$ cat config.mk
export PLATFORM = sky130hd
export DESIGN_NAME = pipelined_wallace_multiplier
export DESIGN_NICKNAME = d
export VERILOG_FILES = /design/src/rtl/pipelined_wallace_multiplier.sv
export SDC_FILE = /design/constraint.sdc
export NUM_CORES = 1
export LEC_CHECK = 0
export ABC_AREA = 1
export BUFFER_PORTS_ARGS = -buffer_cell sky130_fd_sc_hd__buf_2
export CAP_MARGIN = 20
export CORE_MARGIN = 3
export CORE_UTILIZATION = 35
export CTS_CLUSTER_DIAMETER = 80
export DETAILED_ROUTE_END_ITERATION = 6
export HOLD_SLACK_MARGIN = 0.02
export MAX_ROUTING_LAYER = met4
export PLACE_DENSITY = 0.51
export REMOVE_ABC_BUFFERS = 1
export SLEW_MARGIN = 20
export SYNTH_ARGS = -nofsm -noshare
export SYNTH_HDL_FRONTEND = slang
export SYNTH_SLANG_ARGS = --single-unit
$ cat constraint.sdc
create_clock -name clk -period 4.1 [get_ports clk]
set_clock_uncertainty 0.1 [all_clocks]
set_input_delay 0.82 -clock clk [delete_from_list [all_inputs] [get_ports clk]]
set_output_delay 0.82 -clock clk [all_outputs]
set_load 0.03 [all_outputs]
$ cat src/rtl/pipelined_wallace_multiplier.sv
// pipelined_wallace_multiplier: unsigned WIDTH x WIDTH multiplier; a partial-product rank feeds a
// carry-save (Wallace) tree plus final adder spread over STAGES ranks, with optional low-column truncation.
module pipelined_wallace_multiplier #(
    parameter int WIDTH       = 8,
    parameter int STAGES      = 2,
    parameter int APPROX_COLS = 4,
    parameter int TAG_W       = 4
) (
    input  logic                 clk,
    input  logic                 rst,
    input  logic [WIDTH-1:0]     in1,
    input  logic [WIDTH-1:0]     in2,
    input  logic                 approx,
    input  logic [TAG_W-1:0]     in_tag,
    input  logic                 in_valid,
    output logic                 in_ready,
    output logic [2*WIDTH-1:0]   out,
    output logic [TAG_W-1:0]     out_tag,
    output logic                 out_approx,
    output logic                 out_valid,
    input  logic                 out_ready
);
    localparam int PW = 2 * WIDTH;
    typedef logic [WIDTH-1:0][PW-1:0] rows_t;

    function automatic int next_rows(input int n);
        return 2 * (n / 3) + n % 3;
    endfunction

    function automatic int tree_levels();
        int n;
        int l;
        n = WIDTH;
        l = 0;
        for (int k = 0; k < WIDTH; k++) begin
            if (n > 2) begin
                n = next_rows(n);
                l++;
            end
        end
        return l;
    endfunction

    // Tree levels plus one final carry-propagate step, distributed evenly over the ranks.
    localparam int LEVELS = tree_levels();
    localparam int STEPS  = LEVELS + 1;

    function automatic rows_t gen_pp(input logic [WIDTH-1:0] a, input logic [WIDTH-1:0] b, input logic apx);
        rows_t o;
        o = '0;
        for (int i = 0; i < WIDTH; i++) begin
            for (int j = 0; j < WIDTH; j++) begin
                o[i][i+j] = a[i] & b[j] & ~(apx && (i + j < APPROX_COLS));
            end
        end
        return o;
    endfunction

    // One Wallace level: each group of three rows becomes a sum row and a shifted carry row.
    function automatic rows_t csa_level(input rows_t r, input int n);
        rows_t o;
        int g;
        o = '0;
        g = n / 3;
        for (int i = 0; i < WIDTH / 3; i++) begin
            if (i < g) begin
                o[2*i]   = r[3*i] ^ r[3*i+1] ^ r[3*i+2];
                o[2*i+1] = ((r[3*i] & r[3*i+1]) | (r[3*i] & r[3*i+2]) | (r[3*i+1] & r[3*i+2])) << 1;
            end
        end
        for (int k = 0; k < WIDTH; k++) begin
            if (k >= 3 * g && k < n) o[k-g] = r[k];
        end
        return o;
    endfunction

    function automatic rows_t cpa(input rows_t r);
        rows_t o;
        o = '0;
        o[0] = r[0] + r[1];
        return o;
    endfunction

    function automatic rows_t reduce(input rows_t r, input int lo, input int hi);
        rows_t o;
        int n;
        o = r;
        n = WIDTH;
        for (int l = 0; l < STEPS; l++) begin
            if (l >= lo && l < hi) o = (l == LEVELS) ? cpa(o) : csa_level(o, n);
            n = next_rows(n);
        end
        return o;
    endfunction

    logic [STAGES:0]  vld_q, vld_d;
    logic [STAGES:0]  apx_q, apx_d;
    logic [TAG_W-1:0] tag_q [0:STAGES];
    logic [TAG_W-1:0] tag_d [0:STAGES];
    rows_t            rows_q [0:STAGES];
    rows_t            rows_d [0:STAGES];
    logic             adv;

    always_comb begin
        adv       = !vld_q[STAGES] || out_ready;
        vld_d     = adv ? {vld_q[STAGES-1:0], in_valid} : vld_q;
        apx_d     = adv ? {apx_q[STAGES-1:0], approx} : apx_q;
        tag_d[0]  = adv ? in_tag : tag_q[0];
        rows_d[0] = adv ? gen_pp(in1, in2, approx) : rows_q[0];
        for (int s = 1; s <= STAGES; s++) begin
            tag_d[s]  = adv ? tag_q[s-1] : tag_q[s];
            rows_d[s] = adv ? reduce(rows_q[s-1], (s - 1) * STEPS / STAGES, s * STEPS / STAGES) : rows_q[s];
        end
    end

    always_ff @(posedge clk) begin
        if (rst) begin
            vld_q <= '0;
            apx_q <= '0;
            for (int s = 0; s <= STAGES; s++) begin
                tag_q[s]  <= '0;
                rows_q[s] <= '0;
            end
        end else begin
            vld_q <= vld_d;
            apx_q <= apx_d;
            for (int s = 0; s <= STAGES; s++) begin
                tag_q[s]  <= tag_d[s];
                rows_q[s] <= rows_d[s];
            end
        end
    end

    assign in_ready   = adv;
    assign out        = rows_q[STAGES][0];
    assign out_tag    = tag_q[STAGES];
    assign out_approx = apx_q[STAGES];
    assign out_valid  = vld_q[STAGES];
endmodule

==> results of run 1 <==
## sequential cells by signal, summed over array words and instances, names as in the netlist
| name | cells |
|---|---|
| apx_q | 3 |
| vld_q | 3 |
| rows_q | 119 |
| tag_q | 12 |
## final timing paths
check | start | endpoint | slack [ns]
hold / removal | vld_q[1]$_SDFFE_PP0P_ | vld_q[1]$_SDFFE_PP0P_ | 0.37
setup / recovery | out_ready | in_ready | 1.34
hold reg to reg | vld_q[1]$_SDFFE_PP0P_ | vld_q[1]$_SDFFE_PP0P_ | 0.37
setup reg to reg | rows_q[0][137]$_SDFFE_PP0P_ | rows_q[0][268]$_SDFFE_PP0P_ | 1.36
## stage by stage
stage / TNS, ns / power [mW] / hold WS, ns / area [µm²] / cells
floorplan: -3.89 / 1.88 / 0.330 / 6300 / 741
global placement: 0 / 2.05 / 0.353 / 6870 / 1027
detailed placement: 0 / 2.05 / 0.355 / 6870 / 1027
CTS: 0 / 3.69 / 0.365 / 7490 / 1058
global route: 0 / 3.84 / 0.389 / 7490 / 1058
finish: 0 / 3.64 / 0.367 / 7490 / 1058
## per-layer routing
layer / part of all wire, % / wire length, µm / vias up / global-route usage (%)
met4: 1.1 / 160 / 0 / 4.22
met1: 54 / 7660 / 2290 / 21.0
met3: 2.7 / 382 / 10 / 3.51
met5: 0 / 0 / - / -
li1: - / - / 2594 / -
met2: 42 / 6040 / 57 / 20.7
## cell type report
| cell class | instances | area, µm² |
|---|---|---|
| Clock buffer | 19 | 453 |
| Clock inverter | 12 | 174 |
| Fill cell | 1948 | 11300 |
| Inverter | 115 | 433 |
| Multi-Input combinational cell | 489 | 3120 |
| Sequential cell | 137 | 2740 |
| Tap cell | 234 | 293 |
| Timing Repair Buffer | 52 | 273 |
## layout by cell type, fill, tap and decap left out, types with 3 or more instances in the layout
cell type,Yosys,layout
buf_4,22,5
clkinvlp_4,0,4
buf_2,18,47
dfxtp_1,137,137
inv_2,4,3
a211oi_1,28,28
bufinv_16,0,4
nand3_1,27,27
o21ai_1,21,21
o21ai_0,83,83
nand2_1,46,46
fa_1,39,39
clkinv_2,0,4
inv_1,111,111
a21oi_1,93,93
ha_1,25,25
nor2_1,114,114
clkbuf_16,0,17
## worst min-delay path, cell delays in order (launching register included)
cell and delay, ns:
dfxtp_1 0.30, inv_1 0.06, a21oi_1 0.06
## logic make-up (layout without fill, tap and decap cells)
group / after synthesis / count (layout) / synth area share, %
XOR/XNOR: 3 / 3 / 0.391
flip-flops: 137 / 137 / 40.8
buffers and inverters: 194 / 198 / 12.7
adder cells (fa/ha/maj): 64 / 64 / 16.3
AND/OR/NAND/NOR: 191 / 191 / 11.4
AO/OA/AOI/OAI: 231 / 231 / 18.4
## power by group
group | switching (mW) | internal, mW
Combinational | 0.353 | 0.194
Sequential | 0.0411 | 1.43
Clock | 0.576 | 1.04
Total | 0.970 | 2.67
==> impl_results.html, run 1 <==
<table>
<tr><th>Metric</th><th>Value</th></tr>
<tr><th colspan="2">Status</th></tr>
<tr><td>Status</td><td>complete, no violations</td></tr>
<tr><th colspan="2">Synth</th></tr>
<tr><td>Number of flops mapped to enable cells by yosys</td><td>0</td></tr>
<tr><td>Cell count after synthesis</td><td>820</td></tr>
<tr><td>Most repeated cell in the gate-level netlist after synthesis</td><td>dfxtp_1</td></tr>
<tr><td>Sequential cell area fraction in the yosys report</td><td>40.8%</td></tr>
<tr><td>Average cell area after synthesis</td><td>8.19 µm²</td></tr>
<tr><td>Most numerous cell types in the synthesized netlist</td><td>dfxtp_1 (137), nor2_1 (114), inv_1 (111)</td></tr>
<tr><td>Cell types with the largest area share after synthesis</td><td>dfxtp_1 (41%), fa_1 (12%), a21oi_1 (6.9%)</td></tr>
<tr><td>#FFs+latches synth</td><td>137</td></tr>
<tr><td>Proportion of synthesized flip-flops having asynchronous set or reset</td><td>0%</td></tr>
<tr><td>Library cell with the largest summed area after synthesis</td><td>dfxtp_1</td></tr>
<tr><td>Number of warnings reported in the yosys synthesis log</td><td>0</td></tr>
<tr><td>Dominant synthesized flop cell</td><td>dfxtp_1</td></tr>
<tr><td>Area share of the largest cell type after synthesis</td><td>40.8%</td></tr>
<tr><td>Netlist area before placement</td><td>0.00672 mm²</td></tr>
<tr><td>Cell variety after synth</td><td>26</td></tr>
<tr><th colspan="2">Worst setup path</th></tr>
<tr><td>Critical Path Fanout Max</td><td>36</td></tr>
<tr><td>Data arrival time of the worst path</td><td>1.84 ns</td></tr>
<tr><td>Capturing element type of the critical path</td><td>output pin</td></tr>
<tr><td>Type of the worst setup path</td><td>primary input to output pin</td></tr>
<tr><td>Worst setup SP type</td><td>primary input</td></tr>
<tr><td>Slowest stage cell on the critical path</td><td>clkinv_2</td></tr>
<tr><td>Crit path depth</td><td>4</td></tr>
<tr><td>Crit path buffers/inverters</td><td>3</td></tr>
<tr><td>Depth of the worst register-to-register path</td><td>13</td></tr>
<tr><td>Most repeated library cell on the critical path</td><td>buf_2</td></tr>
<tr><td>WP data required</td><td>3.18 ns</td></tr>
<tr><td>Biggest cell delay along the critical path</td><td>0.43 ns</td></tr>
<tr><td>Family with the most delay on the worst path</td><td>buffers and inverters</td></tr>
<tr><td>Cell chain of the critical path</td><td>buf_2 -&gt; nor2_4 -&gt; clkinv_2 -&gt; buf_2</td></tr>
<tr><th colspan="2">Clock network</th></tr>
<tr><td>Post-CTS clock slew at the launch and capture registers of the worst setup and hold paths</td><td>0.06 ns</td></tr>
<tr><td>Worst skew pair latency</td><td>0.41 ns</td></tr>
<tr><td>Gates resized, CTS repair</td><td>0</td></tr>
<tr><td>Depth of the CTS H-tree</td><td>4</td></tr>
<tr><td>Number of buffers inserted to repair setup after CTS</td><td>0</td></tr>
<tr><td>Clk buf depth</td><td>2</td></tr>
<tr><td>Cts bufs inserted</td><td>17</td></tr>
<tr><td>Clock tree sinks</td><td>137</td></tr>
<tr><td>TritonCTS clock tree</td><td>yes</td></tr>
<tr><td>Clock Root Buffer</td><td>clkbuf_16</td></tr>
<tr><td>Count of hold buffers inserted by post-cts repair</td><td>0</td></tr>
<tr><th colspan="2">STA</th></tr>
<tr><td>Final-report max-slew violation count</td><td>0</td></tr>
<tr><td>Minimum clock period</td><td>2.76 ns</td></tr>
<tr><td>Max Fclk</td><td>363 MHz</td></tr>
<tr><td>Setup violations, final</td><td>0</td></tr>
<tr><td>Post-route clock period utilization</td><td>67.3%</td></tr>
<tr><td>Setup repair after global routing missed its margin</td><td>false</td></tr>
<tr><td>Final-report hold violation count</td><td>0</td></tr>
<tr><td>Slew at the pin closest to its max-slew limit</td><td>0.975 ns</td></tr>
<tr><td>Max_slew headroom</td><td>35.0%</td></tr>
<tr><td>Final worst setup slack</td><td>1.34 ns</td></tr>
<tr><th colspan="2">Route</th></tr>
<tr><td>Routed vias</td><td>4951</td></tr>
<tr><td>Wire length after detailed routing</td><td>14200 µm</td></tr>
<tr><td>WL per Instance</td><td>13.5 µm</td></tr>
<tr><td>Drt pass-1 iters</td><td>4</td></tr>
<tr><td>DRC violation count after routing</td><td>0</td></tr>
<tr><td>Drt first-iter violations</td><td>265</td></tr>
<tr><td>Antenna Nets Post-Route</td><td>0</td></tr>
<tr><td>Detailed-route vias per instance</td><td>4.68</td></tr>
<tr><th colspan="2">Floorplan</th></tr>
<tr><td>Die Ht</td><td>145 µm</td></tr>
<tr><td>Area of the core</td><td>0.0188 mm²</td></tr>
<tr><td>Top-level port count</td><td>48</td></tr>
<tr><td>Rows</td><td>50</td></tr>
<tr><td>Area of the die</td><td>0.0209 mm²</td></tr>
<tr><td>Die outline width</td><td>145 µm</td></tr>
<tr><td>Initial core utilization</td><td>35.8%</td></tr>
<tr><th colspan="2">Placement</th></tr>
<tr><td>Pre-CTS WS</td><td>1.24 ns</td></tr>
<tr><td>Gp weighted congestion</td><td>0.750</td></tr>
<tr><td>HPWL after detailed placement</td><td>9330 µm</td></tr>
<tr><td>Number of buffers added on ports</td><td>47</td></tr>
<tr><th colspan="2">Finish</th></tr>
<tr><td>Count of nets after finishing</td><td>901</td></tr>
<tr><td>Fraction of final layout cells sized beyond drive strength 1</td><td>10.8%</td></tr>
<tr><td>Utilization after layout</td><td>39.9%</td></tr>
<tr><td>Signed area change from the synthesized netlist to the final layout</td><td>11.5%</td></tr>
<tr><td>Number of antenna diodes</td><td>0</td></tr>
<tr><th colspan="2">Global route</th></tr>
<tr><td>Maximum number of pins on one net before global-route repair</td><td>106</td></tr>
<tr><td>Number of global-route vias before repair</td><td>4650</td></tr>
<tr><td>Number of antenna violations at the first check in global routing</td><td>0</td></tr>
<tr><td>First-pass GRT wire length</td><td>23800 µm</td></tr>
<tr><td>Global-route congestion overflow total</td><td>0</td></tr>
<tr><td>Overall routing resource usage</td><td>14.7%</td></tr>
<tr><th colspan="2">Run</th></tr>
<tr><td># Max-Cap Violations</td><td>0</td></tr>
<tr><th colspan="2">Power and ir drop</th></tr>
<tr><td>Power density of the placed cells</td><td>486 mW/mm²</td></tr>
<tr><td>Max VDD drop</td><td>0.000374 V</td></tr>
<tr><td>Leakage dissipation</td><td>3.41 nW</td></tr>
<tr><th colspan="2">Worst hold path</th></tr>
<tr><td>HP Class</td><td>register to register</td></tr>
<tr><td>Hold depth</td><td>2</td></tr>
</table>
No activity file was read; power rests on OpenSTA's default activity.
==> run 2, diff against run 1 <==
- PLACE_DENSITY: 0.51 -> 0.53
- clock period: 4.1 -> 2.2 ns (I/O delays scaled with it)
==> impl_results.html, run 2 (same netlist as run 1, synthesis figures left out) <==
<table>
<tr><th>Metric</th><th>Value</th></tr>
<tr><th colspan="2">Status</th></tr>
<tr><td>Status</td><td>finished with violations</td></tr>
<tr><td>Violated checks</td><td>setup timing</td></tr>
<tr><th colspan="2">Route</th></tr>
<tr><td>WL per Instance</td><td>13.5 µm</td></tr>
<tr><td>DRC violation count after routing</td><td>0</td></tr>
<tr><td>Routed vias</td><td>5069</td></tr>
<tr><td>Met2 WL</td><td>6150 µm</td></tr>
<tr><td>Met3 layer wire length in the routed design</td><td>471 µm</td></tr>
<tr><td>Antenna Nets Post-Route</td><td>0</td></tr>
<tr><td>Detailed-route vias per instance</td><td>4.67</td></tr>
<tr><td>Met1 wire length</td><td>7790 µm</td></tr>
<tr><td>Drt first-iter violations</td><td>350</td></tr>
<tr><td>Drt pass-1 iters</td><td>4</td></tr>
<tr><td>Wire length after detailed routing</td><td>14600 µm</td></tr>
<tr><td>Highest routing layer actually used</td><td>met4</td></tr>
<tr><th colspan="2">Placement</th></tr>
<tr><td>Pre-CTS WS</td><td>-0.438 ns</td></tr>
<tr><td>Number of buffers added on ports</td><td>47</td></tr>
<tr><td>Gp weighted congestion</td><td>0.833</td></tr>
<tr><td>HPWL after detailed placement</td><td>9420 µm</td></tr>
<tr><td>DP Cell Count</td><td>1052</td></tr>
<tr><th colspan="2">Clock network</th></tr>
<tr><td>Count of hold buffers inserted by post-cts repair</td><td>0</td></tr>
<tr><td>Cts bufs inserted</td><td>17</td></tr>
<tr><td>Clock tree sinks</td><td>137</td></tr>
<tr><td>Post-CTS clock slew at the launch and capture registers of the worst setup and hold paths</td><td>0.06 ns</td></tr>
<tr><td>Worst skew pair latency</td><td>0.42 ns</td></tr>
<tr><td>Depth of the CTS H-tree</td><td>4</td></tr>
<tr><td>TritonCTS clock tree</td><td>yes</td></tr>
<tr><td>Clk buf depth</td><td>2</td></tr>
<tr><td>Clock Root Buffer</td><td>clkbuf_16</td></tr>
<tr><th colspan="2">Finish</th></tr>
<tr><td>Fill cells</td><td>1923</td></tr>
<tr><td>Non-Filler Instances</td><td>1085</td></tr>
<tr><td>Count of nets after finishing</td><td>927</td></tr>
<tr><td>Most common cell after layout, fill and taps aside</td><td>dfxtp_1</td></tr>
<tr><td>Max FFs per register</td><td>119</td></tr>
<tr><td>Number of antenna diodes</td><td>0</td></tr>
<tr><td>Top Registers</td><td>rows_q x119, tag_q x12</td></tr>
<tr><td>Top reg by flops</td><td>rows_q</td></tr>
<tr><td>Signed area change from the synthesized netlist to the final layout</td><td>18.8%</td></tr>
<tr><td>Commonest cells after routing, fill and taps aside</td><td>dfxtp_1 (131), nor2_1 (110), inv_1 (102)</td></tr>
<tr><td>Fraction of final layout cells sized beyond drive strength 1</td><td>19.4%</td></tr>
<tr><th colspan="2">Global route</th></tr>
<tr><td>Maximum number of pins on one net before global-route repair</td><td>105</td></tr>
<tr><td>Global-route congestion overflow total</td><td>0</td></tr>
<tr><td>Overall routing resource usage</td><td>15.1%</td></tr>
<tr><td>Number of antenna violations at the first check in global routing</td><td>0</td></tr>
<tr><td>First-pass GRT wire length</td><td>24300 µm</td></tr>
<tr><td>Number of global-route vias before repair</td><td>4689</td></tr>
<tr><th colspan="2">STA</th></tr>
<tr><td>Final-report max-slew violation count</td><td>0</td></tr>
<tr><td>Setup violations, final</td><td>9</td></tr>
<tr><td>Slew at the pin closest to its max-slew limit</td><td>0.398 ns</td></tr>
<tr><td>Final-report hold violation count</td><td>0</td></tr>
<tr><td>Setup repair after global routing missed its margin</td><td>true</td></tr>
<tr><td>Setup TNS</td><td>-2.25 ns</td></tr>
<tr><td>Max Fclk</td><td>397 MHz</td></tr>
<tr><td>WHS</td><td>0.159 ns</td></tr>
<tr><td>Minimum clock period</td><td>2.52 ns</td></tr>
<tr><td>Final worst setup slack</td><td>-0.316 ns</td></tr>
<tr><td>Post-route clock period utilization</td><td>114%</td></tr>
<tr><td>Max_slew headroom</td><td>73.5%</td></tr>
<tr><th colspan="2">Worst setup path</th></tr>
<tr><td>Data arrival time of the worst path</td><td>2.74 ns</td></tr>
<tr><td>Capturing element type of the critical path</td><td>register</td></tr>
<tr><td>Depth of the worst register-to-register path</td><td>12</td></tr>
<tr><td>Cell chain of the critical path</td><td>inv_2 -&gt; fa_1 -&gt; fa_1 -&gt; inv_2 -&gt; ha_4 -&gt; nand2_1 -&gt; nor2_1 -&gt; nand3_1 -&gt; nand4_1 -&gt; nand3_1 -&gt; nand2_1 -&gt; inv_1</td></tr>
<tr><td>Worst setup SP type</td><td>register</td></tr>
<tr><td>WP data required</td><td>2.42 ns</td></tr>
<tr><td>Startpoint of the most critical setup path</td><td>rows_q[0][167]$_SDFFE_PP0P_</td></tr>
<tr><td>Worst reg2reg path startpoint</td><td>rows_q[0][167]$_SDFFE_PP0P_</td></tr>
<tr><td>Slowest stage cell on the critical path</td><td>fa_1</td></tr>
<tr><td>Biggest cell delay along the critical path</td><td>0.53 ns</td></tr>
<tr><td>Type of the worst setup path</td><td>register to register</td></tr>
<tr><td>Critical Path Fanout Max</td><td>6</td></tr>
<tr><td>Setup slack, reg-to-reg</td><td>-0.32 ns</td></tr>
<tr><th colspan="2">Floorplan</th></tr>
<tr><td>Rows</td><td>50</td></tr>
<tr><td>Die Ht</td><td>145 µm</td></tr>
<tr><td>Area of the core</td><td>0.0188 mm²</td></tr>
<tr><td>Initial core utilization</td><td>35.8%</td></tr>
<tr><td>Top-level port count</td><td>48</td></tr>
<tr><td>Area of the die</td><td>0.0209 mm²</td></tr>
<tr><td>Die outline width</td><td>145 µm</td></tr>
<tr><th colspan="2">Power and ir drop</th></tr>
<tr><td>Switching share of total power</td><td>27.2%</td></tr>
<tr><td>Clock share of power</td><td>42.9%</td></tr>
<tr><td>Max VDD drop</td><td>0.000539 V</td></tr>
<tr><td>Cell internal pwr</td><td>5.24 mW</td></tr>
<tr><td>Power dissipated by switching net loads</td><td>1.96 mW</td></tr>
<tr><td>Leakage dissipation</td><td>3.61 nW</td></tr>
<tr><td>Sequential fraction of design power</td><td>38.2%</td></tr>
<tr><td>Power density of the placed cells</td><td>902 mW/mm²</td></tr>
<tr><td>Gate power share</td><td>19.0%</td></tr>
<tr><td>Power Total</td><td>7.20 mW</td></tr>
<tr><th colspan="2">Worst hold path</th></tr>
<tr><td>HP Class</td><td>primary input to register</td></tr>
<tr><td>Worst min-delay path startpoint</td><td>in_tag[1]</td></tr>
<tr><td>Hold depth</td><td>3</td></tr>
<tr><th colspan="2">Run</th></tr>
<tr><td># Max-Cap Violations</td><td>0</td></tr>
</table>
## run 2: cell types whose count changed in the layout (fill, tap and decap cells not counted), sizes merged
cell,delta
clkbuf,+2
inv,+1
clkinvlp,-2
buf,+26
## run 2: layer usage
| metal | vias to the layer above | global-route usage, % |
|---|---|---|
| li1 | 2654 | - |
| met1 | 2327 | 21.8 |
| met2 | 71 | 20.6 |
| met3 | 17 | 3.37 |
| met4 | 0 | 5.35 |
| met5 | - | - |
## run 2: stage by stage
| stage | util (%) | instance area [µm²] |
|---|---|---|
| after floorplan | - | 6300 |
| after global placement | 37.8 | 7100 |
| after detailed placement | 37.8 | 7100 |
| after CTS | 42.1 | 7910 |
| after global routing | 42.5 | 7980 |
| final | 42.5 | 7980 |
## run 2: final timing paths
check                                                   end
worst min-delay path               tag_q[0][1]$_SDFFE_PP0P_
worst min register to register        vld_q[1]$_SDFFE_PP0P_
worst max register to register  rows_q[0][270]$_SDFFE_PP0P_
worst max-delay path            rows_q[0][270]$_SDFFE_PP0P_
## run 2: critical path: cells and delay by family, from the launching register on
kind          cells  cell delay [ns]
simple gates      6             0.53
fa+ha+maj         3             1.34
flops             1             0.33
buf+inv           3             0.11
## run 2: final cells by class
type / count / area (µm²) / share of cell area (%)
clock buffer: 21 / 470 / 5.89
sequential: 137 / 2750 / 34.5
timing repair buffer: 78 / 533 / 6.68
tap: 234 / 293 / 3.67
multi-input combinational: 489 / 3330 / 41.8
clock inverter: 11 / 168 / 2.10
inverter: 115 / 433 / 5.42
## run 2: timing repair
item                       4_1_cts  5_1_grt
setup endpoints to repair       10       10
resized for setup               32       29
setup buffers                    1        0
pin swaps                       17       19
## run 2: power groups by stage
| stage | combinational, mW | sequential, mW | clock, mW |
|---|---|---|---|
| 2_1_floorplan | 0.622 | 2.89 | 0 |
| 3_3_place_gp | 1.13 | 2.80 | 0 |
| 3_5_place_dp | 1.13 | 2.80 | 0 |
| 4_1_cts | 1.30 | 2.75 | 3.15 |
| 5_1_grt | 1.54 | 2.77 | 3.24 |
| 6_report | 1.36 | 2.75 | 3.09 |
==> run 3, diff against run 2 <==
--- a/config.mk
+++ b/config.mk
@@ -18,2 +18,3 @@
 export REMOVE_ABC_BUFFERS = 1
+export SKIP_LAST_GASP = 1
 export SLEW_MARGIN = 20
--- a/constraint.sdc
+++ b/constraint.sdc
@@ -4,2 +4,2 @@
 set_output_delay 0.44 -clock clk [all_outputs]
-set_load 0.03 [all_outputs]
+set_load 0.01 [all_outputs]
==> impl_results.html, run 3 (same netlist as run 1, synthesis figures left out) <==
<table>
<tr><th>Metric</th><th>Value</th></tr>
<tr><th colspan="2">Worst setup path</th></tr>
<tr><td>Critical Path Fanout Max</td><td>6</td></tr>
<tr><td>Type of the worst setup path</td><td>register to register</td></tr>
<tr><td>Biggest cell delay along the critical path</td><td>0.52 ns</td></tr>
<tr><td>Worst reg2reg path startpoint</td><td>rows_q[0][167]$_SDFFE_PP0P_</td></tr>
<tr><td>Capturing element type of the critical path</td><td>register</td></tr>
<tr><td>Data arrival time of the worst path</td><td>2.74 ns</td></tr>
<tr><td>WP data required</td><td>2.42 ns</td></tr>
<tr><td>Slowest stage cell on the critical path</td><td>fa_1</td></tr>
<tr><td>Crit path buffers/inverters</td><td>3</td></tr>
<tr><td>Startpoint of the most critical setup path</td><td>rows_q[0][167]$_SDFFE_PP0P_</td></tr>
<tr><td>Family with the most delay on the worst path</td><td>adder cells</td></tr>
<tr><td>Cell chain of the critical path</td><td>inv_2 -&gt; fa_2 -&gt; fa_1 -&gt; inv_2 -&gt; ha_4 -&gt; nand2_1 -&gt; nor2_2 -&gt; nand3_1 -&gt; nand4_1 -&gt; nand3_1 -&gt; nand2_1 -&gt; inv_1</td></tr>
<tr><td>Worst setup SP type</td><td>register</td></tr>
<tr><th colspan="2">Status</th></tr>
<tr><td>Violated checks</td><td>setup timing</td></tr>
<tr><td>Status</td><td>finished with violations</td></tr>
<tr><th colspan="2">Floorplan</th></tr>
<tr><td>Die Ht</td><td>145 µm</td></tr>
<tr><td>Area of the core</td><td>0.0188 mm²</td></tr>
<tr><td>Top-level port count</td><td>48</td></tr>
<tr><td>Area of the die</td><td>0.0209 mm²</td></tr>
<tr><td>Die outline width</td><td>145 µm</td></tr>
<tr><td>Rows</td><td>50</td></tr>
<tr><td>Initial core utilization</td><td>35.8%</td></tr>
<tr><th colspan="2">Worst hold path</th></tr>
<tr><td>Worst min-delay path startpoint</td><td>in_valid</td></tr>
<tr><td>HP Class</td><td>primary input to register</td></tr>
<tr><th colspan="2">Global route</th></tr>
<tr><td>Global-route congestion overflow total</td><td>0</td></tr>
<tr><td>Number of global-route vias before repair</td><td>4724</td></tr>
<tr><td>First-pass GRT wire length</td><td>24300 µm</td></tr>
<tr><td>Number of antenna violations at the first check in global routing</td><td>0</td></tr>
<tr><td>Overall routing resource usage</td><td>15.0%</td></tr>
<tr><td>Maximum number of pins on one net before global-route repair</td><td>105</td></tr>
<tr><th colspan="2">Finish</th></tr>
<tr><td>Most common cell after layout, fill and taps aside</td><td>dfxtp_1</td></tr>
<tr><td>Post-Layout Inst Area</td><td>0.00801 mm²</td></tr>
<tr><td>Utilization after layout</td><td>42.7%</td></tr>
<tr><td>Fraction of final layout cells sized beyond drive strength 1</td><td>20.5%</td></tr>
<tr><td>Count of nets after finishing</td><td>926</td></tr>
<tr><td>Commonest cells after routing, fill and taps aside</td><td>dfxtp_1 (130), nor2_1 (110), inv_1 (100)</td></tr>
<tr><td>Number of antenna diodes</td><td>0</td></tr>
<tr><td>Top Registers</td><td>rows_q x119, tag_q x12</td></tr>
<tr><td>Signed area change from the synthesized netlist to the final layout</td><td>19.3%</td></tr>
<tr><td>Top reg by flops</td><td>rows_q</td></tr>
<tr><td>Max FFs per register</td><td>119</td></tr>
<tr><th colspan="2">STA</th></tr>
<tr><td>Post-route clock period utilization</td><td>114%</td></tr>
<tr><td>Final worst setup slack</td><td>-0.319 ns</td></tr>
<tr><td>Max Fclk</td><td>397 MHz</td></tr>
<tr><td>Setup violations, final</td><td>9</td></tr>
<tr><td>Max_slew headroom</td><td>73.8%</td></tr>
<tr><td>Setup repair after global routing missed its margin</td><td>true</td></tr>
<tr><td>Final-report max-slew violation count</td><td>0</td></tr>
<tr><td>Slew at the pin closest to its max-slew limit</td><td>0.393 ns</td></tr>
<tr><td>Minimum clock period</td><td>2.52 ns</td></tr>
<tr><td>Final-report hold violation count</td><td>0</td></tr>
<tr><th colspan="2">Placement</th></tr>
<tr><td>Total placed instance area</td><td>0.00708 mm²</td></tr>
<tr><td>Gp weighted congestion</td><td>0.812</td></tr>
<tr><td>HPWL after detailed placement</td><td>9390 µm</td></tr>
<tr><td>Number of buffers added on ports</td><td>47</td></tr>
<tr><th colspan="2">Power and ir drop</th></tr>
<tr><td>Power dissipated by switching net loads</td><td>1.91 mW</td></tr>
<tr><td>Leakage dissipation</td><td>3.61 nW</td></tr>
<tr><td>Switching share of total power</td><td>27.4%</td></tr>
<tr><td>Cell internal pwr</td><td>5.05 mW</td></tr>
<tr><td>Clock share of power</td><td>41.4%</td></tr>
<tr><td>Power Total</td><td>6.96 mW</td></tr>
<tr><td>Max VDD drop</td><td>0.000574 V</td></tr>
<tr><td>Gate power share</td><td>19.1%</td></tr>
<tr><td>Sequential fraction of design power</td><td>39.5%</td></tr>
<tr><td>Power density of the placed cells</td><td>869 mW/mm²</td></tr>
<tr><th colspan="2">Route</th></tr>
<tr><td>Wire length after detailed routing</td><td>14600 µm</td></tr>
<tr><td>Antenna Nets Post-Route</td><td>0</td></tr>
<tr><td>Drt pass-1 iters</td><td>5</td></tr>
<tr><td>DRC violation count after routing</td><td>0</td></tr>
<tr><td>WL per Instance</td><td>13.4 µm</td></tr>
<tr><td>Detailed-route vias per instance</td><td>4.65</td></tr>
<tr><td>Drt first-iter violations</td><td>276</td></tr>
<tr><td>Routed vias</td><td>5045</td></tr>
<tr><th colspan="2">Clock network</th></tr>
<tr><td>TritonCTS clock tree</td><td>yes</td></tr>
<tr><td>Post-CTS clock slew at the launch and capture registers of the worst setup and hold paths</td><td>0.06 ns</td></tr>
<tr><td>Clock Root Buffer</td><td>clkbuf_16</td></tr>
<tr><td>Clock tree sinks</td><td>137</td></tr>
<tr><td>Count of hold buffers inserted by post-cts repair</td><td>0</td></tr>
<tr><td>Cts bufs inserted</td><td>17</td></tr>
<tr><td>Depth of the CTS H-tree</td><td>4</td></tr>
<tr><td>Worst skew pair latency</td><td>0.42 ns</td></tr>
<tr><td>Clk buf depth</td><td>2</td></tr>
<tr><th colspan="2">Run</th></tr>
<tr><td># Max-Cap Violations</td><td>0</td></tr>
</table>
-- run 3: cell count changes in the layout (fill, tap and decap cells not counted), sizes merged --
cell / change
bufinv: -2
clkinvlp: +2
buf: -1
-- run 3: area by class of cell --
type	count	area [µm²]
Fill cell	1878	10800
Multi-Input combinational cell	489	3410
Sequential cell	137	2750
Timing Repair Buffer	77	526
Clock buffer	21	480
Inverter	115	433
Tap cell	234	293
Clock inverter	11	119
-- run 3: path summary, 6_finish.rpt --
| kind | end | slack (ns) | depth (start not counted) |
|---|---|---|---|
| max | rows_q[0][270]$_SDFFE_PP0P_ | -0.32 | 12 |
| min | vld_q[0]$_SDFFE_PP0P_ | 0.16 | 3 |
| max reg2reg | rows_q[0][270]$_SDFFE_PP0P_ | -0.32 | 12 |
| min reg2reg | vld_q[1]$_SDFFE_PP0P_ | 0.35 | 2 |
-- run 3: power by group through the flow --
stage	Combinational [mW]	Clock (mW)	Sequential (mW)
floorplan	0.621	0	2.81
detailed placement	1.05	0	2.80
global placement	1.04	0	2.80
finish	1.33	2.88	2.75
global route	1.50	3.06	2.77
CTS	1.21	2.95	2.75
-- run 3: stage by stage --
| stage | worst slack (ns) | instances | TNS, ns | hold slack (ns) |
|---|---|---|---|---|
| after floorplan | -1.56 | 741 | -149.71 | 0.330 |
| after global placement | -0.413 | 1049 | -3.21 | 0.349 |
| after detailed placement | -0.438 | 1049 | -3.50 | 0.351 |
| after CTS | -0.320 | 1082 | -2.20 | 0.143 |
| after global routing | -0.441 | 1084 | -3.27 | 0.150 |
| final | -0.319 | 1084 | -2.19 | 0.157 |
-- run 3: timing repair --
item                                    4_1_cts  5_1_grt
endpoints found under the setup margin       10       10
resized for setup                            31       48
pin swaps                                    16       27
buffers inserted                              1        3
-- run 3: tightest hold or removal path: cells and delay by family --
| kind | cells | cell delay (ns) |
|---|---|---|
| buffers and inverters | 1 | 0.07 |
| AOI/OAI and AO/OA | 1 | 0.06 |
| and+or+nand+nor | 1 | 0.07 |
-- run 3: layer usage --
layer	part of all wire [%]	GRT usage [%]
met5	0	-
met4	1.2	4.86
met3	4.4	3.31
met2	42	20.1
met1	52	22.3
